### src/rtl/pot_dot_sequencer.sv
// Streams (activation, PoT weight) terms through one shared pot_shift and accumulates
// the products into a saturating signed dot product with valid/ready on both sides.

// Weight code: MSB = negate, low bits = k; product = (data * 2^(OW-IW)) >>> k.
module pot_shift #(
  parameter int INPUT_BIT_WIDTH  = 4,
  parameter int WEIGHT_BIT_WIDTH = 4,
  parameter int OUTPUT_BIT_WIDTH = 20
) (
  input  logic [INPUT_BIT_WIDTH-1:0]  data,
  input  logic [WEIGHT_BIT_WIDTH-1:0] weight,
  output logic [OUTPUT_BIT_WIDTH-1:0] product
);
  localparam int FRAC = OUTPUT_BIT_WIDTH - INPUT_BIT_WIDTH;

  logic signed [OUTPUT_BIT_WIDTH-1:0] base, mag;

  always_comb begin
    base = {data, {FRAC{1'b0}}};
    mag  = base >>> weight[WEIGHT_BIT_WIDTH-2:0];
    product = mag;
    // Negating the most negative value clamps to the most positive one.
    if (weight[WEIGHT_BIT_WIDTH-1])
      product = (mag == {1'b1, {(OUTPUT_BIT_WIDTH-1){1'b0}}}) ?
                {1'b0, {(OUTPUT_BIT_WIDTH-1){1'b1}}} : -mag;
  end
endmodule

module pot_dot_sequencer #(
  parameter int INPUT_BIT_WIDTH  = 4,
  parameter int WEIGHT_BIT_WIDTH = 4,
  parameter int OUTPUT_BIT_WIDTH = 20,
  parameter int ACC_BIT_WIDTH    = 24,
  parameter int COUNT_BIT_WIDTH  = 8
) (
  input  logic                        clk,
  input  logic                        rst_n,
  input  logic                        in_valid,
  output logic                        in_ready,
  input  logic [INPUT_BIT_WIDTH-1:0]  in_data,
  input  logic [WEIGHT_BIT_WIDTH-1:0] in_weight,
  input  logic                        in_last,
  output logic                        out_valid,
  input  logic                        out_ready,
  output logic [ACC_BIT_WIDTH-1:0]    out_data,
  output logic [COUNT_BIT_WIDTH-1:0]  out_count,
  output logic                        out_overflow
);
  localparam int OW = OUTPUT_BIT_WIDTH;
  localparam int AW = ACC_BIT_WIDTH;

  typedef enum logic [1:0] {ACCEPT, DRAIN, FULL} state_t;

  state_t state, state_nxt;
  logic started, accept, take, s1_valid, sat;
  logic [OW-1:0] prod, s1_prod;
  logic [AW-1:0] acc, acc_nxt;
  logic [AW:0]   sum;
  logic [COUNT_BIT_WIDTH-1:0] count;
  logic ovf;

  pot_shift #(
    .INPUT_BIT_WIDTH (INPUT_BIT_WIDTH),
    .WEIGHT_BIT_WIDTH(WEIGHT_BIT_WIDTH),
    .OUTPUT_BIT_WIDTH(OUTPUT_BIT_WIDTH)
  ) u_shift (
    .data   (in_data),
    .weight (in_weight),
    .product(prod)
  );

  assign in_ready     = started && (state == ACCEPT);
  assign out_valid    = (state == FULL);
  assign accept       = in_valid && in_ready;
  assign take         = out_valid && out_ready;
  assign out_data     = acc;
  assign out_count    = count;
  assign out_overflow = ovf;

  // DRAIN leaves once S1 is empty, i.e. the last product has reached acc.
  always_comb begin
    state_nxt = state;
    case (state)
      ACCEPT:  if (accept && in_last) state_nxt = DRAIN;
      DRAIN:   if (!s1_valid) state_nxt = FULL;
      FULL:    if (out_ready) state_nxt = ACCEPT;
      default: state_nxt = ACCEPT;
    endcase
  end

  always_comb begin
    sum     = {acc[AW-1], acc} + {{(AW+1-OW){s1_prod[OW-1]}}, s1_prod};
    sat     = sum[AW] != sum[AW-1];
    acc_nxt = sum[AW-1:0];
    if (sat) acc_nxt = sum[AW] ? {1'b1, {(AW-1){1'b0}}} : {1'b0, {(AW-1){1'b1}}};
  end

  always_ff @(posedge clk or negedge rst_n) begin
    if (!rst_n) begin
      state    <= ACCEPT;
      started  <= 1'b0;
      s1_valid <= 1'b0;
      s1_prod  <= '0;
      acc      <= '0;
      count    <= '0;
      ovf      <= 1'b0;
    end else begin
      state    <= state_nxt;
      started  <= 1'b1;
      s1_valid <= accept;
      if (accept) s1_prod <= prod;
      if (accept && count != '1) count <= count + 1'b1;
      if (take) begin
        acc   <= '0;
        count <= '0;
        ovf   <= 1'b0;
      end else if (s1_valid) begin
        acc <= acc_nxt;
        ovf <= ovf | sat;
      end
    end
  end
endmodule

### config.mk
export PLATFORM = sky130hd
export DESIGN_NAME = pot_dot_sequencer
export DESIGN_NICKNAME = d
export VERILOG_FILES = /design/src/rtl/pot_dot_sequencer.sv
export SDC_FILE = /design/constraint.sdc
export NUM_CORES = 1
export LEC_CHECK = 0
export CELL_PAD_IN_SITES_DETAIL_PLACEMENT = 0
export CELL_PAD_IN_SITES_GLOBAL_PLACEMENT = 1
export CORE_AREA = 2 2 108 110
export DETAILED_ROUTE_END_ITERATION = 12
export DIE_AREA = 0 0 110 112
export PLACE_DENSITY_LB_ADDON = 0.05
export RECOVER_POWER = 50
export SLEW_MARGIN = 10
export SYNTH_ARGS = -nofsm -noshare
export SYNTH_HDL_FRONTEND = slang
export SYNTH_HIERARCHICAL = 1
export SYNTH_SLANG_ARGS = --single-unit
### constraint.sdc
create_clock -name clk -period 3.21 [get_ports clk]
set_input_delay 0.4815 -clock clk [delete_from_list [all_inputs] [get_ports clk]]
set_output_delay 0.4815 -clock clk [all_outputs]
set_load 0.02 [all_outputs]
* Yosys cells after proc, flatten, opt, wreduce, memory -nomap -nowiden
Index checks and enable logic that the tools add are counted.
** Operators by class
- Equality and inequality tests :: 8
- Reduce and logical (&&, ||, !) cells :: 9
- Bitwise gates (word level) :: 1
- Add/subtract/negate cells :: 3
- Shift-type cells :: 1
- Mux-type cells :: 14
** Operator list (count)
- $mux 24 :: 4
- $mux 20 :: 2
- $add 24x20->25 :: 1
- $eq 20x20->1 const B :: 1
- $neg 20->20 :: 1
- $sshr 20x3->20 :: 1
- $mux 8 :: 2
- $add 8x1->8 const B :: 1
- $ne 8x8->1 const B :: 1
- $mux 2 :: 3
- $pmux 2 s3 :: 1
- $logic_and 1x1->1 :: 5
- $ne 2x1->1 const B :: 2
- $reduce_bool 2->1 :: 2
- $reduce_and 3->1 :: 1
- $eq 2x1->1 const B :: 1
- $eq 2x2->1 const B :: 1
- $logic_not 2->1 :: 1
- $mux 1 :: 2
- $ne 2x2->1 const B :: 1
- $ne 1x1->1 :: 1
- $or 1x1->1 :: 1
** Word-level totals
- Output and inout bits :: 35
- Register bits after elaboration :: 57

* Longest topological paths before layout
- Depth in word-level cells :: 6
- Gate-level depth with buffers :: 11
- Depth with buffers taken out :: 10

* Cells and area by module
Netlist, hierarchy kept.
** Modules (own cells, without submodules)
- pot_dot_sequencer :: cells each 342, instances 1, area an instance 3558.4 um2
- pot_shift :: cells each 121, instances 1, area an instance 799.5 um2

* Least setup slack after synthesis
No wires, ideal clock.
- Path kind :: reg2reg
- Start point :: reg acc[0], in the netlist out_data[0]
- End point :: reg acc[2], in the netlist out_data[2]
- Arrival time :: 3115 ps
- Cell stages (with the launch flop) :: 12
- Slack :: -31 ps
- Period minus slack after synthesis :: 3241 ps
- Data required time :: 3084 ps
- Cells stage by stage :: dfrtp_1 -> ha_1 -> fa_1 -> a211o_1 -> a211o_1 -> a32o_1 -> a2111oi_4 -> nor2_2 -> nor2_4 -> nor3_2 -> buf_6 -> a221o_1
** On the way
- Word-level cells in the longest chain between the ends :: 5
- Elaborated cells between the ends (all ways) :: 6
- Those cells by class :: add/sub (1); eq/ne (1); mux (4)
** RTL lines
- start: declaration :: RTL line 57 : logic [AW-1:0] acc, acc_nxt;
- start signal: assignment :: RTL line 118 : acc <= acc_nxt;
- $add 24x20->25 (*) :: RTL line 92 : sum = {acc[AW-1], acc} + {{(AW+1-OW){s1_prod[OW-1]}}, s1_prod};
- $mux 24 or $ne 1x1->1 (tied branches) :: RTL line 95, 93
- $mux 24 (*) :: RTL line 95 : if (sat) acc_nxt = sum[AW] ? {1'b1, {(AW-1){1'b0}}} : {1'b0, {(AW-1){1'b1}}};
- $mux 24 (*) :: RTL line 117 : end else if (s1_valid) begin
- $mux 24 (*) :: RTL line 113 : if (take) begin
Mark *: on every way between the ends. The rest lies on a longest branch, timed or not. The select of a mux whose other input is x is not followed.
A chain may end at the register's enable or synchronous reset.

* Final worst setup path
- Start point :: reg acc[0], in the netlist out_data[0]
- End point :: reg acc[15], in the netlist out_data[15]
Same word-level chain as after synthesis.

==> impl_metrics.tcl <==
set metrics [dict create \
    crit_start "out_data[0]" \
    synth_xor_area_share_pct 5.43 \
    num_rows 39 \
    synth_mux_area_share_pct 8.35 \
    syn_area_per_cell_um2 9.41 \
    crit_fanout 15 \
    critPathMaxStageDelay_ns 0.43 \
    path_buf_inv 1 \
    vias 3738 \
    cp_cell_sequence "ha_2 > fa_2 > a211o_1 > a211o_1 > a32o_2 > a2111oi_4 > nor2_2 > nor2_4 > nor3_4 > buf_12 > a221o_1" \
    wl_mm 11.2 \
    grt.total_usage_pct 19.6 \
    startpoint_type "register" \
    path_common_cell "a211o_1" \
    async_reset_ff_share_pct 100 \
    cts-htree-levels 3 \
    final_common_cell "dfrtp_1" \
    end_kind "register" \
    maxSlewViolCount 0 \
    insertion_delay_ns 0.33 \
    drc 0 \
    fin_skew_ns 0.00854 \
    ys_warn_count 6 \
    fp.dieArea_mm2 0.0123 \
    cts_buffer_depth 2 \
    p_leak_nw 2.51 \
    finalWorstSetupSlack_ns 0.0340 \
    yosys.area_share.adder_pct 8.15 \
    critical-path-top-delay-family "compound AO/OA/AOI/OAI gates" \
    gp_congestion 0.836 \
    ys.flop_type "dfrtp_1" \
    initial_utilization_pct 39.0 \
    powerDensity_mw_per_mm2 913 \
    cp_data_required_time_ns 3.42 \
    dp_slack_ns 0.0343 \
    final_util_pct 48.8 \
    crit_arrival_ns 3.38 \
    overflow 0 \
    dieHeight_um 112 \
    layout_common_cells "dfrtp_1 (57), clkdlybuf4s50_1 (43), nand2_1 (35)" \
    critPathSlowestCell "a2111oi_4" \
    min-delay-start "s1_prod[2]" \
    grt_antenna_before_repair 0 \
    nets 563 \
    tns_ns 0 \
    cp.depth 11 \
    grt_pass1_vias 3717 \
    relSlewSlack_pct 3.68 \
    ys_ff_latch 57 \
    synth-edff-count 0 \
    crit_end "out_data[15]" \
    syn-num-nets 503 \
    final.fill_count 1079 \
    rsz0062_at_grt "true" \
    period_minus_slack_ns 3.18 \
    synth-simple-area-share_pct 14.4 \
    rrSetupSlack_ns 0.03 \
    portBuffers 47 \
    clk_pin_slew_ns 0.05 \
    hold_class "reg -> reg" \
    rr_startpoint "out_data[0]" \
    drt_iter0_markers 219 \
    area_growth_pct 25.1 \
    cts_made_buffers 9 \
    ir_drop_mv 0.361 \
    clock_sinks 57 \
    antenna_cells 0 \
    drive_gt1_share_pct 16.5 \
    ys_seq_area_share_pct 32.7 \
    synth_compound_area_share_pct 25.3 \
    yosys.cell_types.count 69 \
    setup_viol 0 \
    wl_per_cell_um 16.7 \
    syn_area_mm2 0.00436 \
    outcome "completed" \
    r2r_cells 11 \
    clockRootBuffer "clkbuf_16" \
    grt_pass1_wl_mm 19.0 \
    dpl.hpwl_mm 8.30 \
    io_pins 48 \
    cts_tree "yes" \
    synth_cells 463 \
    cts_hold_buffers 0 \
    worstMarginPinSlew_ns 1.44 \
    hold_violations 0 \
    r2r_end "out_data[15]" \
    cap_viol_max_count 0 \
    fmax_mhz 315 \
    die_x_um 110 \
    critical_path_class "reg -> reg" \
    dr.pass1.iters 4 \
    grt_max_degree 58 \
    post-route-period-util_pct 98.9 \
    post_drt_via_cell_ratio 5.58 \
    ant_nets 0 \
    synth_top_family_by_area "compound AO/OA/AOI/OAI gates" \
    coreArea_mm2 0.0112 \
]
report_power, final:
part / leakage (nW) / internal (W) / switching (W)
clock: 0.162 / 0.000738 / 0.000321
sequential: 0.733 / 0.000936 / 0.000195
combinational: 1.61 / 0.00132 / 0.00147
worst min path at each step:
stage	cells past startpoint	slack [ns]	to
after floorplan	0	0.19	out_count[0]
after global placement	1	0.50	s1_prod[0]
after detailed placement	1	0.50	s1_prod[7]
after CTS	2	0.33	started
after global routing	1	0.53	s1_prod[15]
final	1	0.51	s1_prod[2]
stage by stage:
stage | power [W] | cells | hold WS [ns] | area [µm²]
after floorplan | 0.00298 | 463 | 0.186 | 4360
after global placement | 0.00388 | 651 | 0.496 | 5080
after detailed placement | 0.00389 | 651 | 0.501 | 5080
after CTS | 0.00497 | 666 | 0.334 | 5410
after global routing | 0.00536 | 670 | 0.529 | 5450
final | 0.00498 | 670 | 0.513 | 5450
cell type report:
class | instances | area (µm²) | share of cell area (%)
clock buffers | 13 | 270 | 4.96
flip-flops and latches | 57 | 1430 | 26.2
well taps | 143 | 179 | 3.28
inverters | 15 | 57.6 | 1.06
multi-input cells | 357 | 2700 | 49.5
clock inverters | 2 | 60.1 | 1.10
repair buffers | 83 | 758 | 13.9
synth_stat cells (5+ instances only):
cell type	number	area, µm²
a21oi_1	32	160
nand2b_1	8	50.1
o21ai_0	18	90.1
dfrtp_1	57	1430
a211oi_1	6	45.0
mux2i_1	9	90.1
a221o_1	23	230
mux2_2	22	248
xnor2_1	16	140
nand2_1	35	131
clkbuf_1	14	52.6
buf_4	10	75.1
ha_1	26	325
and3_1	7	43.8
o211ai_1	6	45.0
xor2_1	11	96.3
nor2_1	32	120
a21o_1	12	90.1
nand3_1	14	70.1
inv_1	14	52.6
buf_2	5	25.0
cell families after synthesis:
family | after synthesis
multiplexers | 32
flip-flops | 57
AO/OA/AOI/OAI | 145
adder cells (fa/ha/maj) | 28
XOR/XNOR | 27
buffers and inverters | 49
other | 1
AND/OR/NAND/NOR | 124
registers in the layout, indices dropped and copies added (netlist names):
signal / flops
out_data: 24
s1_prod: 20
out_count: 8
state: 2
out_overflow: 1
s1_valid: 1
started: 1
what timing repair did:
action	4_1_cts	5_1_grt
setup buffers	0	4
endpoints found under the setup margin	0	22
gates resized for setup	0	5
layer usage:
metal | up-vias | part of all wire [%] | track usage, %
li1 | 1845 | - | -
met1 | 1799 | 47 | 27.1
met2 | 83 | 47 | 31.4
met3 | 11 | 4.6 | 3.45
met4 | 0 | 1.2 | 5.49
met5 | - | 0 | 0
Power figures use the tool's default switching activity.
